**config.mk**
```make
export PLATFORM = sky130hd
export DESIGN_NAME = morse_key_ctrl
export DESIGN_NICKNAME = d
export VERILOG_FILES = /design/src/rtl/morse_pkg.sv /design/src/rtl/key_debounce.sv /design/src/rtl/morse_key_ctrl.sv
export SDC_FILE = /design/constraint.sdc
export NUM_CORES = 1
export LEC_CHECK = 0
export CORE_ASPECT_RATIO = 1.75
export CORE_MARGIN = 4
export CORE_UTILIZATION = 58
export CTS_CLUSTER_SIZE = 24
export DETAILED_ROUTE_END_ITERATION = 6
export GPL_ROUTABILITY_DRIVEN = 0
export PLACE_DENSITY = 0.75
export REMOVE_ABC_BUFFERS = 1
export SKIP_LAST_GASP = 1
export SYNTH_ARGS = -nofsm -noshare
export SYNTH_HDL_FRONTEND = slang
export SYNTH_SLANG_ARGS = --single-unit
```
**constraint.sdc**
```tcl
create_clock -name clk -period 6.8 [get_ports clk]
set_input_delay 1.02 -clock clk [delete_from_list [all_inputs] [get_ports clk]]
set_output_delay 1.02 -clock clk [all_outputs]
set_load 0.005 [all_outputs]
```
**src/rtl/morse_pkg.sv**
```systemverilog
// rtl/morse_pkg.sv - shared types, symbol constants and counter sizing for the Morse key front end
package morse_pkg;

    typedef enum logic [2:0] {
        IDLE,
        PRESS,
        GAP,
        COMMIT,
        HOLD
    } state_t;

    localparam int MAX_SYM = 5;
    localparam logic SYM_DOT  = 1'b0;
    localparam logic SYM_DASH = 1'b1;

    // One spare bit above the largest count so saturation never aliases a threshold.
    function automatic int cnt_width(input int unsigned max_cyc);
        return $clog2(max_cyc) + 1;
    endfunction

endpackage

```
**src/rtl/key_debounce.sv**
```systemverilog
// rtl/key_debounce.sv - two-flop synchroniser, stable-count debouncer and edge pulses for the key
module key_debounce
    import morse_pkg::*;
#(
    parameter int unsigned DEBOUNCE_CYC = 500000
) (
    input  logic clk,
    input  logic rst_n,
    input  logic key,
    output logic rise,
    output logic fall
);

    localparam int W = cnt_width(DEBOUNCE_CYC);

    logic         sync1;
    logic         sync2;
    logic         level;
    logic [W-1:0] stable_cnt;

    // Pulses are registered together with the level change so they line up with it.
    always_ff @(posedge clk or negedge rst_n) begin
        if (!rst_n) begin
            sync1      <= 1'b0;
            sync2      <= 1'b0;
            level      <= 1'b0;
            stable_cnt <= '0;
            rise       <= 1'b0;
            fall       <= 1'b0;
        end else begin
            sync1 <= key;
            sync2 <= sync1;
            rise  <= 1'b0;
            fall  <= 1'b0;
            if (sync2 == level) begin
                stable_cnt <= '0;
            end else if (stable_cnt >= W'(DEBOUNCE_CYC - 1)) begin
                level      <= sync2;
                rise       <= sync2;
                fall       <= ~sync2;
                stable_cnt <= '0;
            end else begin
                stable_cnt <= stable_cnt + W'(1);
            end
        end
    end

endmodule

```
**src/rtl/morse_key_ctrl.sv**
```systemverilog
// rtl/morse_key_ctrl.sv - key timing, symbol accumulation and letter commit sequencer
// Optional word-space emission after a long idle period: MORSE_WORD_GAP_EN.
module morse_key_ctrl
    import morse_pkg::*;
#(
    parameter int unsigned DEBOUNCE_CYC = 500000,
    parameter int unsigned DASH_CYC     = 30000000,
    parameter int unsigned GAP_CYC      = 60000000,
    parameter int unsigned HOLD_CYC     = 1100000,
    parameter int unsigned WORD_CYC     = 150000000
) (
    input  logic       clk,
    input  logic       rst_n,
    input  logic       key,
    output logic [4:0] led_morse,
    output logic [2:0] led_cnt,
    output logic       trans,
    output logic       busy,
    output logic       err
);

    localparam int unsigned MAX_A   = (DASH_CYC > GAP_CYC) ? DASH_CYC : GAP_CYC;
    localparam int unsigned MAX_B   = (HOLD_CYC > WORD_CYC) ? HOLD_CYC : WORD_CYC;
    localparam int unsigned MAX_CYC = (MAX_A > MAX_B) ? MAX_A : MAX_B;
    localparam int          W       = cnt_width(MAX_CYC);

    logic         key_rise;
    logic         key_fall;
    state_t       state;
    logic [W-1:0] press_cnt;
    logic [W-1:0] gap_cnt;
    logic [W-1:0] hold_cnt;
    logic         ovf;
    logic         sym;
`ifdef MORSE_WORD_GAP_EN
    logic [W-1:0] idle_cnt;
    logic         word_armed;
`endif

    key_debounce #(
        .DEBOUNCE_CYC(DEBOUNCE_CYC)
    ) u_debounce (
        .clk  (clk),
        .rst_n(rst_n),
        .key  (key),
        .rise (key_rise),
        .fall (key_fall)
    );

    // press_cnt lags the true press length by one on the release cycle.
    assign sym = (press_cnt >= W'(DASH_CYC - 1)) ? SYM_DASH : SYM_DOT;

    always_ff @(posedge clk or negedge rst_n) begin
        if (!rst_n) begin
            state     <= IDLE;
            led_morse <= '0;
            led_cnt   <= '0;
            trans     <= 1'b0;
            busy      <= 1'b0;
            err       <= 1'b0;
            ovf       <= 1'b0;
            press_cnt <= '0;
            gap_cnt   <= '0;
            hold_cnt  <= '0;
`ifdef MORSE_WORD_GAP_EN
            idle_cnt   <= '0;
            word_armed <= 1'b0;
`endif
        end else begin
            trans <= 1'b0;
            case (state)
                IDLE: begin
                    if (key_rise) begin
                        state     <= PRESS;
                        busy      <= 1'b1;
                        press_cnt <= '0;
`ifdef MORSE_WORD_GAP_EN
                        word_armed <= 1'b0;
                    end else if (word_armed && idle_cnt == W'(WORD_CYC - 1)) begin
                        state      <= COMMIT;
                        busy       <= 1'b1;
                        trans      <= 1'b1;
                        err        <= 1'b0;
                        led_morse  <= '0;
                        led_cnt    <= '0;
                        word_armed <= 1'b0;
                    end else if (idle_cnt != '1) begin
                        idle_cnt <= idle_cnt + W'(1);
`endif
                    end
                end
                PRESS: begin
                    if (press_cnt != '1) press_cnt <= press_cnt + W'(1);
                    if (key_fall) begin
                        if (led_cnt < 3'(MAX_SYM)) begin
                            led_morse <= {led_morse[3:0], sym};
                            led_cnt   <= led_cnt + 3'd1;
                        end else begin
                            err <= 1'b1;
                            ovf <= 1'b1;
                        end
                        state   <= GAP;
                        gap_cnt <= '0;
                    end
                end
                GAP: begin
                    if (gap_cnt != '1) gap_cnt <= gap_cnt + W'(1);
                    // A press arriving on the expiry cycle keeps the letter open.
                    if (key_rise) begin
                        state     <= PRESS;
                        press_cnt <= '0;
                    end else if (gap_cnt == W'(GAP_CYC - 1)) begin
                        if (ovf) begin
                            state     <= IDLE;
                            busy      <= 1'b0;
                            ovf       <= 1'b0;
                            led_morse <= '0;
                            led_cnt   <= '0;
`ifdef MORSE_WORD_GAP_EN
                            idle_cnt <= '0;
`endif
                        end else begin
                            state <= COMMIT;
                            trans <= 1'b1;
                            err   <= 1'b0;
`ifdef MORSE_WORD_GAP_EN
                            word_armed <= 1'b1;
`endif
                        end
                    end
                end
                COMMIT: begin
                    state    <= HOLD;
                    hold_cnt <= '0;
                end
                HOLD: begin
                    if (hold_cnt == W'(HOLD_CYC - 1)) begin
                        state     <= IDLE;
                        busy      <= 1'b0;
                        led_morse <= '0;
                        led_cnt   <= '0;
`ifdef MORSE_WORD_GAP_EN
                        idle_cnt <= '0;
`endif
                    end else begin
                        hold_cnt <= hold_cnt + W'(1);
                    end
                end
                default: begin
                    state <= IDLE;
                    busy  <= 1'b0;
                end
            endcase
        end
    end

endmodule

```
==> results of run 1 <==
final timing paths:
path	to	slack, ns
worst max-delay path	led_cnt[0]$_DFFE_PN0P_	3.83
worst min register to register	u_debounce.sync2$_DFF_PN0_	0.36
max in group asynchronous	gap_cnt[7]$_DFFE_PN0P_	4.74
worst max register to register	led_cnt[0]$_DFFE_PN0P_	3.83
worst min-delay path	u_debounce.sync2$_DFF_PN0_	0.36
min in group asynchronous	hold_cnt[9]$_DFFE_PN0P_	0.70
cells in the mapped netlist (5+ instances only):
| master | count | share of area [%] |
|---|---|---|
| xnor2_1 | 7 | 0.88 |
| ha_1 | 5 | 0.89 |
| a21oi_1 | 25 | 1.8 |
| and3_1 | 25 | 2.2 |
| mux2i_1 | 10 | 1.4 |
| or3_1 | 16 | 1.4 |
| and4_1 | 13 | 1.6 |
| a211oi_1 | 5 | 0.54 |
| nand4_1 | 33 | 2.9 |
| o21ai_0 | 30 | 2.1 |
| nor3b_1 | 7 | 0.75 |
| o211ai_1 | 12 | 1.3 |
| nor3_1 | 20 | 1.4 |
| a31oi_1 | 22 | 2.0 |
| nor4_1 | 25 | 2.2 |
| nand2_1 | 68 | 3.6 |
| a211o_1 | 14 | 1.8 |
| xor2_1 | 27 | 3.4 |
| a21o_1 | 7 | 0.75 |
| nand3_1 | 43 | 3.1 |
| dfrtp_1 | 127 | 45 |
| nand2b_1 | 5 | 0.45 |
| clkbuf_1 | 26 | 1.4 |
| inv_1 | 17 | 0.91 |
| a22o_1 | 5 | 0.63 |
| nor2_1 | 58 | 3.1 |
| nor4b_1 | 5 | 0.63 |
| or4_1 | 8 | 0.86 |
metrics by stage:
| step | utilization [%] | cells | area (um^2) | power, uW |
|---|---|---|---|---|
| after floorplan | - | 716 | 6847 | 1167 |
| after global placement | 61.38 | 869 | 7188 | 1339 |
| after detailed placement | 61.38 | 869 | 7188 | 1354 |
| after CTS | 66.49 | 901 | 7786 | 2279 |
| after global routing | 66.49 | 901 | 7786 | 2375 |
| final | 66.49 | 901 | 7786 | 2271 |
per-layer routing:
layer  vias up  GRT usage [%]  share of wire, %
met4         0          12.52               3.4
met2       178          45.43                54
met1      3059          27.60                38
met3        49          4.181               3.9
met5         -              0                 0
li1       2875              -                 -
flip-flops by register name (all words and copies together) (netlist names):
register               cells
press_cnt                 29
u_debounce.sync2           1
state                      3
led_morse                  5
gap_cnt                   29
u_debounce.rise            1
u_debounce.sync1           1
err                        1
u_debounce.fall            1
u_debounce.stable_cnt     20
led_cnt                    3
hold_cnt                  29
u_debounce.level           1
busy                       1
trans                      1
ovf                        1
layout make-up:
cell class / count / area [um^2]
clock buffer: 18 / 439.2
clock inverter: 14 / 158.9
fill: 914 / 3925
inverter: 17 / 63.81
multi-input combinational: 572 / 3612
sequential: 127 / 3178
tap: 135 / 168.9
timing repair buffer: 18 / 165.2
cell families (layout without fill, tap and decap cells):
kind of cell    after synthesis  in the layout  synth area share, %
flops                       127            127                45.39
mux                          14             14                2.073
fa+ha+maj                     5              5               0.8935
other cells                   1              1              0.05356
xor+xnor                     34             34                4.253
buf+inv                      51             67                3.127
simple gates                353            353                27.59
compound gates              165            165                16.62
where the power goes:
part           total (uW)  internal (uW)  switching (uW)
registers             865            797            67.6
clock network         917            556             362
logic                 489            157             332
worst reg2reg max path: cells and delay by family, from the launching register on:
kind	cells	cell delay [ns]
AOI/OAI and AO/OA	2	1.29
DFF	1	0.41
muxes	1	0.41
and+or+nand+nor	2	0.54
adders and majority gates	1	0.20
==> impl_metrics.csv, run 1 <==
group,metric,value,unit
route,drtIter0Drc,538,
clocking,cts_buffer_depth,2,
route,vias,6161,
synth,ys_seq_area_share,45.39,%
grt,grt_overflow,0,
sta,worstMarginPinSlew,1.026,ns
setup_path,startpoint_type,"flip-flop",
synth,async_reset_ff_share,100.0,%
worst_hold_path,whs_path_depth,0,
finish,n_antenna_cell,0,
synth,yosys_warnings,0,
grt,grt_pass1_wl,28640,um
finish,final_layout_size_suffix_gt1_share,8.094,%
floorplan,die_w,91.06,um
finish,layout_common_cells,"dfrtp_1 (127), nand2_1 (68), nor2_1 (57)",
floorplan,die_area,13960,um^2
sta,final.setup.tns,0,ns
route,drc_errors,0,
clocking,tritoncts,"built",
setup_path,critPathTopFamily,"compound AO/OA/AOI/OAI gates",
grt,grt_pass1_vias,6146,
worst_hold_path,hold_path_class,"flip-flop to flip-flop",
route,first_pass_iters,6,
sta,slew_violations,0,
synth,synth-edff-count,0,
placed_design,pre_cts_ws,3.882,ns
clocking,ctsResizeCount,0,
worst_hold_path,hold_path.startpoint,"u_debounce.sync1$_DFF_PN0_",
synth,syn_area,7002,um^2
power_and_ir_drop,ir_drop,0.2662,mV
sta,fin_crit_sh,43.66,%
placed_design,dp_hpwl,11240,um
grt,antenna_found_initial,0,
sta,hold_ws,0.3594,ns
setup_path,critical_path_class,"flip-flop to flip-flop",
floorplan,dieHeight,153.3,um
setup_path,crit_slowest_cell,"o21ai_0",
clocking,postCtsSetupBuffers,0,
clocking,cts_made_buffers,17,
setup_path,r2r_start,"hold_cnt[0]$_DFFE_PN0P_",
synth,syn_inst,750,
setup_path,cp_data_required_time,7.10,ns
finish,areaGrowthSynthToFinish,11.20,%
sta,relSlewSlack,31.01,%
setup_path,path_max_fanout,11,
route,wl_per_cell,18.69,um
sta,rsz0062_at_grt,"false",
clocking,h-tree-depth,4,
grt,gr-usage-all-layers,24.96,%
route,routed_wirelength,16840,um
setup_path,crit_path_end_kind,"flip-flop",
clocking,root_buffer,"clkbuf_16",
synth,syn_avg_cell_area,9.336,um^2
setup_path,path_buf_inv,0,
sta,final-hold-violation-count,0,
synth,ys_ff_latch,127,
run_status,status,"complete, no violations",
grt,grt_max_degree,66,
setup_path,arrival,3.27,ns
clocking,clock_latency,0.42,ns
setup_path,crit_path_start,"hold_cnt[0]$_DFFE_PN0P_",
sta,final-setup-viol-count,0,
job,maxCapViolCount,0,
floorplan,pin_count,14,
floorplan,start_util,59.79,%
synth,synth_ff_type,"dfrtp_1",
synth,synth.distinct_cells,69,
sta,final.setup.worst_slack,3.831,ns
setup_path,critical_path_depth,6,
setup_path,worst_r2r_path_depth,6,
route,via_per_inst,6.838,
floorplan,fp-row-count,52,
route,antenna_left,0,
finish,fin_nets,761,
sta,fmax,336.9,MHz
power_and_ir_drop,power.leakage,0.003319,uW
power_and_ir_drop,powerDensity,291.7,nW/um^2
finish,final_common_cell,"dfrtp_1",
clocking,path_clk_slew,0.06,ns
placed_design,portBuffers,13,
clocking,cts.sinks,127,
sta,fin_crit,2.969,ns
setup_path,cp_cell_sequence,"ha_1, and3_1, nand4_1, o21ai_0, o211ai_1, mux2_2",
clocking,cts_hold_buffers,0,
sta,clock_skew,0.008576,ns
setup_path,crit_path_max_incr_delay,0.83,ns
floorplan,core-area,11710,um^2
Note: power is estimated with default switching activity, not from simulation.
==> run 2, diff against run 1 <==
==> constraint.sdc (replaced) <==
create_clock -name clk -period 2.85 [get_ports clk]
set_input_delay 0.4275 -clock clk [delete_from_list [all_inputs] [get_ports clk]]
set_output_delay 0.4275 -clock clk [all_outputs]
set_load 0.005 [all_outputs]
==> impl_metrics.csv, run 2 (synthesis gave the netlist of run 1 again) <==
group,metric,value,unit
setup_path,crit_path_max_incr_delay,0.54,ns
power_and_ir_drop,ir_drop,0.6039,mV
finish,layout.cells.non_filler,916,
floorplan,core-area,11710,um^2
setup_path,r2r_slack,0.36,ns
worst_hold_path,hold_path_class,"primary input to asynchronous set/reset pin",
sta,rsz0062_at_grt,"false",
clocking,ctsResizeCount,0,
clocking,cts_hold_buffers,0,
power_and_ir_drop,powerDensity,712.7,nW/um^2
route,wl_per_cell,18.88,um
placed_design,dpl.cell_count,884,
setup_path,worst_r2r_path_depth,6,
sta,fmax,401.2,MHz
power_and_ir_drop,power.leakage,0.003421,uW
finish,multi_input_area,3612,um^2
floorplan,start_util,59.79,%
floorplan,pin_count,14,
clocking,postCtsSetupBuffers,0,
clocking,path_clk_slew,0.06,ns
finish,regArea,3178,um^2
route,via_per_inst,6.820,
finish,final_layout_size_suffix_gt1_share,9.731,%
finish,n_antenna_cell,0,
sta,slew_violations,0,
finish,nFillCells,905,
job,maxCapViolCount,0,
floorplan,fp-row-count,52,
route,vias,6247,
finish,reg_top3,"gap_cnt (29), hold_cnt (29), press_cnt (29)",
sta,final-setup-viol-count,0,
clocking,cts_made_buffers,17,
setup_path,critical_path_class,"flip-flop to flip-flop",
placed_design,dp_hpwl,12010,um
grt,grt_max_degree,61,
finish,fin_nets,776,
setup_path,crit_path_end_kind,"flip-flop",
setup_path,cp_data_required_time,3.13,ns
finish,final_common_cell,"dfrtp_1",
route,antenna_left,0,
setup_path,startpoint_type,"flip-flop",
sta,relSlewSlack,46.58,%
floorplan,die_w,91.06,um
grt,grt_pass1_vias,6227,
sta,fin_crit,2.492,ns
floorplan,dieHeight,153.3,um
clocking,h-tree-depth,4,
sta,worstMarginPinSlew,0.8012,ns
route,drc_errors,0,
finish,areaGrowthSynthToFinish,13.80,%
setup_path,path_max_fanout,12,
grt,antenna_found_initial,0,
setup_path,cp_cell_sequence,"ha_1, nand3_1, nor4_4, nand3_1, a41oi_1, a31oi_1",
sta,clock_skew,0.007492,ns
finish,layout_common_cells,"dfrtp_1 (127), nand2_1 (68), nor2_1 (57)",
clocking,cts.sinks,127,
floorplan,die_area,13960,um^2
clocking,clock_latency,0.42,ns
setup_path,crit_slowest_cell,"nor4_4",
sta,final-hold-violation-count,0,
route,drtIter0Drc,417,
clocking,tritoncts,"built",
sta,hold_ws,0.08666,ns
setup_path,worst_path_most_repeated_cell,"nand3_1",
sta,final.setup.tns,0,ns
power_and_ir_drop,p_total,5679,uW
grt,grt_overflow,0,
grt,grt_pass1_wl,29560,um
sta,fin_crit_sh,87.45,%
route,first_pass_iters,5,
run_status,status,"complete, no violations",
clocking,root_buffer,"clkbuf_16",
setup_path,arrival,2.78,ns
clocking,cts_buffer_depth,2,
setup_path,r2r_start,"gap_cnt[0]$_DFFE_PN0P_",
route,routed_wirelength,17290,um
setup_path,timing.rr.end,"gap_cnt[8]$_DFFE_PN0P_",
grt,gr-usage-all-layers,25.79,%
placed_design,portBuffers,13,
run 2: where the power goes:
part | switching [uW] | internal (uW)
clock network | 822 | 1580
logic | 793 | 423
registers | 160 | 1900
total | 1780 | 3900
run 2: stage by stage:
stage                     utilization (%)  instance area (um^2)  setup slack, ns
after CTS                           68.03                  7968           0.4406
final                               68.03                  7968           0.3577
after floorplan                         -                  6847         -0.06571
after global placement              62.45                  7313           0.4973
after global routing                68.03                  7968           0.1487
after detailed placement            62.45                  7313           0.4439
run 2: worst max-delay path: cells and delay by family (launching register included):
kind	cells	cell delay (ns)
flops	1	0.43
simple gates	3	1.22
compound gates	2	0.48
fa+ha+maj	1	0.24
run 2: worst max path at each step:
| stage | to | slack [ns] | startpoint | cells past startpoint |
|---|---|---|---|---|
| 6_report | gap_cnt[8]$_DFFE_PN0P_ | 0.36 | gap_cnt[0]$_DFFE_PN0P_ | 6 |
| 3_3_place_gp | press_cnt[19]$_DFFE_PN0P_ | 0.50 | press_cnt[2]$_DFFE_PN0P_ | 5 |
| 4_1_cts | press_cnt[20]$_DFFE_PN0P_ | 0.44 | press_cnt[0]$_DFFE_PN0P_ | 7 |
| 2_1_floorplan | led_cnt[0]$_DFFE_PN0P_ | -0.07 | state[2]$_DFFE_PN0P_ | 5 |
| 5_1_grt | gap_cnt[8]$_DFFE_PN0P_ | 0.15 | gap_cnt[0]$_DFFE_PN0P_ | 6 |
| 3_5_place_dp | press_cnt[3]$_DFFE_PN0P_ | 0.44 | press_cnt[0]$_DFFE_PN0P_ | 6 |
run 2: routing by layer:
metal	vias to the layer above	GRT usage (%)	wire (um)
met5	-	0	0
met4	0	11.73	612
li1	2887	-	-
met1	3084	29.12	6602
met2	207	46.52	9384
met3	69	4.820	693
run 2: cell type report:
type	instances	share of cell area (%)
tap	135	2.120
inverter	17	0.8009
clock inverter	13	2.654
timing repair buffer	33	3.643
clock buffer	19	5.559
multi-input combinational	572	45.34
sequential	127	39.89
==> run 3, diff against run 2 <==
--- a/config.mk
+++ b/config.mk
@@ -5,6 +5,7 @@
 export SDC_FILE = /design/constraint.sdc
 export NUM_CORES = 1
 export LEC_CHECK = 0
+export ABC_AREA = 1
 export CORE_ASPECT_RATIO = 1.75
 export CORE_MARGIN = 4
 export CORE_UTILIZATION = 58
==> impl_metrics.csv, run 3 <==
group,metric,value,unit
run_status,status,"complete, no violations",
floorplan,die_area,15770,um^2
clocking,path_clk_slew,0.06,ns
synth,synth_area_leader_cell,"dfrtp_1",
synth,yosys.area_share.simple,36.52,%
sta,worstMarginPinSlew,0.6582,ns
finish,layout_common_cells,"nand2_1 (332), nor2_1 (165), inv_1 (127), dfrtp_1 (127), nand3_1 (88)",
power_and_ir_drop,power.leakage,0.003803,uW
sta,final-setup-viol-count,0,
grt,grt_max_degree,56,
grt,grt_pass1_wl,33840,um
finish,fin_nets,1157,
synth,synth_fa_ha_area_share,0.7839,%
synth,syn_area,7980,um^2
finish,n_antenna_cell,0,
placed_design,dpl.cell_count,1303,
setup_path,startpoint_type,"flip-flop",
grt,gr-usage-all-layers,25.97,%
synth,synth.most_common_cell,"nand2_1",
sta,final-hold-violation-count,0,
synth,synth.distinct_cells,37,
power_and_ir_drop,ir_drop,0.5886,mV
finish,final_util,65.76,%
floorplan,start_util,59.32,%
route,drtIter0Drc,387,
sta,clock_skew,0.01220,ns
grt,grt_pass1_vias,7476,
route,via_per_inst,5.511,
setup_path,r2r_start,"hold_cnt[0]$_DFFE_PN0P_",
placed_design,portBuffers,13,
worst_hold_path,hold_path_end,"u_debounce.sync2$_DFF_PN0_",
setup_path,critical_path_class,"flip-flop to flip-flop",
job,maxCapViolCount,0,
finish,nFillCells,1239,
floorplan,core-area,13450,um^2
synth,synth_xor_area_share,5.707,%
clocking,tritoncts,"built",
route,drc_errors,0,
grt,antenna_found_initial,0,
sta,rsz0062_at_grt,"false",
synth,synthMuxAreaShare,0,%
synth,syn_inst,1132,
setup_path,crit_path_end_kind,"flip-flop",
sta,fin_crit,2.162,ns
finish,final_common_cell,"nand2_1",
placed_design,dp_hpwl,14330,um
setup_path,path_max_fanout,11,
finish,areaGrowthSynthToFinish,10.85,%
sta,final.setup.tns,0,ns
setup_path,worst_r2r_path_depth,11,
synth,async_reset_ff_share,100.0,%
floorplan,fp-row-count,56,
finish,final_layout_size_suffix_gt1_share,7.659,%
sta,fmax,462.5,MHz
synth,synth_common_cells,"nand2_1 (332), nor2_1 (165), dfrtp_1 (127), inv_1 (127), nand3_1 (88)",
route,vias,7363,
setup_path,timing.rr.end,"led_morse[2]$_DFFE_PN0P_",
floorplan,pin_count,14,
synth,synth_top_area_share,39.82,%
worst_hold_path,whs_path_depth,0,
floorplan,die_w,96.67,um
setup_path,arrival,2.50,ns
clocking,h-tree-depth,4,
synth,yosys_warnings,0,
synth,synth_top_family_by_area,"simple AND/OR/NAND/NOR gates",
synth,ys_seq_area_share,39.82,%
finish,reg_top3,"gap_cnt (29), hold_cnt (29), press_cnt (29)",
grt,grt_overflow,0,
setup_path,r2r_slack,0.69,ns
floorplan,dieHeight,163.2,um
worst_hold_path,hold_path.startpoint,"u_debounce.sync1$_DFF_PN0_",
clocking,cts_made_buffers,17,
route,antenna_left,0,
route,wl_per_cell,14.63,um
synth,ys_ff_latch,127,
synth,synth-compound-area-share,8.373,%
synth,syn_avg_cell_area,7.050,um^2
synth,synth-edff-count,0,
clocking,cts.sinks,127,
route,routed_wirelength,19550,um
synth,synth_area_leaders,"dfrtp_1 (40%), nand2_1 (16%), nor2_1 (7.8%)",
clocking,cts_buffer_depth,2,
clocking,clock_latency,0.42,ns
sta,relSlewSlack,56.00,%
setup_path,cp_data_required_time,3.19,ns
finish,layout.cells.non_filler,1336,
sta,fin_crit_sh,75.87,%
route,first_pass_iters,5,
clocking,root_buffer,"clkbuf_16",
power_and_ir_drop,powerDensity,637.0,nW/um^2
synth,synth_ff_type,"dfrtp_1",
worst_hold_path,hold_path_class,"flip-flop to flip-flop",
sta,slew_violations,0,
clocking,postCtsSetupBuffers,0,
==> run 3: cell count changes after synthesis, moves of 14 or more <==
cell	before	now
o21ai_2	0	16
inv_1	17	127
nand3_1	43	88
o21ai_1	0	22
or3_1	16	0
a31oi_1	22	1
a211o_1	14	0
and3_1	25	0
clkbuf_1	26	1
a21oi_1	25	5
o21ai_0	30	62
nor4_1	25	1
nand2_1	68	332
nor2_1	58	165
==> run 3: layer usage <==
metal / wire, um / global-route usage (%)
met1: 7402 / 28.09
met2: 10200 / 47.23
met3: 736 / 4.103
met4: 1205 / 15.78
met5: 0 / 0
==> run 3: area by class of cell <==
cell class	count	area, um^2	area share [%]
repair buffers	18	183.9	2.079
well taps	174	217.7	2.461
clock inverters	10	181.4	2.051
clock buffers	22	474.2	5.361
flip-flops and latches	127	3178	35.93
multi-input cells	850	4104	46.39
inverters	135	506.7	5.728
==> run 3: power by group <==
group	leakage (uW)	internal, uW	switching (uW)
Sequential	0.00175	1900	103
Clock	0.000321	1620	800
Combinational	0.00174	319	891
Total	0.00380	3840	1790
==> run 3: cells by family after synthesis <==
| kind of cell | Yosys count |
|---|---|
| other cells | 1 |
| simple gates | 675 |
| fa+ha+maj | 5 |
| xor+xnor | 52 |
| compound gates | 117 |
| buf+inv | 155 |
| flops | 127 |
==> run 3: how the worst max path moves through the flow <==
stage | from | endpoint | slack, ns | cells past startpoint
final | hold_cnt[0]$_DFFE_PN0P_ | led_morse[2]$_DFFE_PN0P_ | 0.69 | 11
after CTS | hold_cnt[0]$_DFFE_PN0P_ | led_morse[2]$_DFFE_PN0P_ | 0.68 | 11
after floorplan | state[0]$_DFFE_PN0P_ | gap_cnt[5]$_DFFE_PN0P_ | 1.07 | 8
after global placement | hold_cnt[0]$_DFFE_PN0P_ | led_morse[2]$_DFFE_PN0P_ | 0.74 | 10
after detailed placement | hold_cnt[0]$_DFFE_PN0P_ | led_morse[2]$_DFFE_PN0P_ | 0.72 | 11
after global routing | hold_cnt[0]$_DFFE_PN0P_ | led_morse[0]$_DFFE_PN0P_ | 0.47 | 11
==> run 3: worst max-delay path: stages, from the launching register on <==
cell      delay, ns
dfrtp_1        0.45
ha_1           0.32
nand3_2        0.16
clkinv_1       0.12
nand2_1        0.06
nor2_1         0.10
nand2_1        0.10
nand2_2        0.22
nand2_2        0.15
nor2_4         0.24
nand2_1        0.08
o21ai_0        0.08
==> run 3: what timing repair did <==
item / CTS / global route
hold buffers: 1 / 0
hold endpoints to repair: 29 / 0
resized for setup: 0 / 0
==> run 3: stage by stage <==
| step | worst slack (ns) | hold slack (ns) | total power, uW | instance area [um^2] |
|---|---|---|---|---|
| floorplan | 1.072 | 0.1319 | 2834 | 7789 |
| global placement | 0.7386 | 0.3340 | 3245 | 8180 |
| detailed placement | 0.7193 | 0.3386 | 3251 | 8180 |
| CTS | 0.6848 | 0.3519 | 5679 | 8846 |
| global route | 0.4692 | 0.3714 | 5911 | 8846 |
| finish | 0.6878 | 0.3513 | 5635 | 8846 |
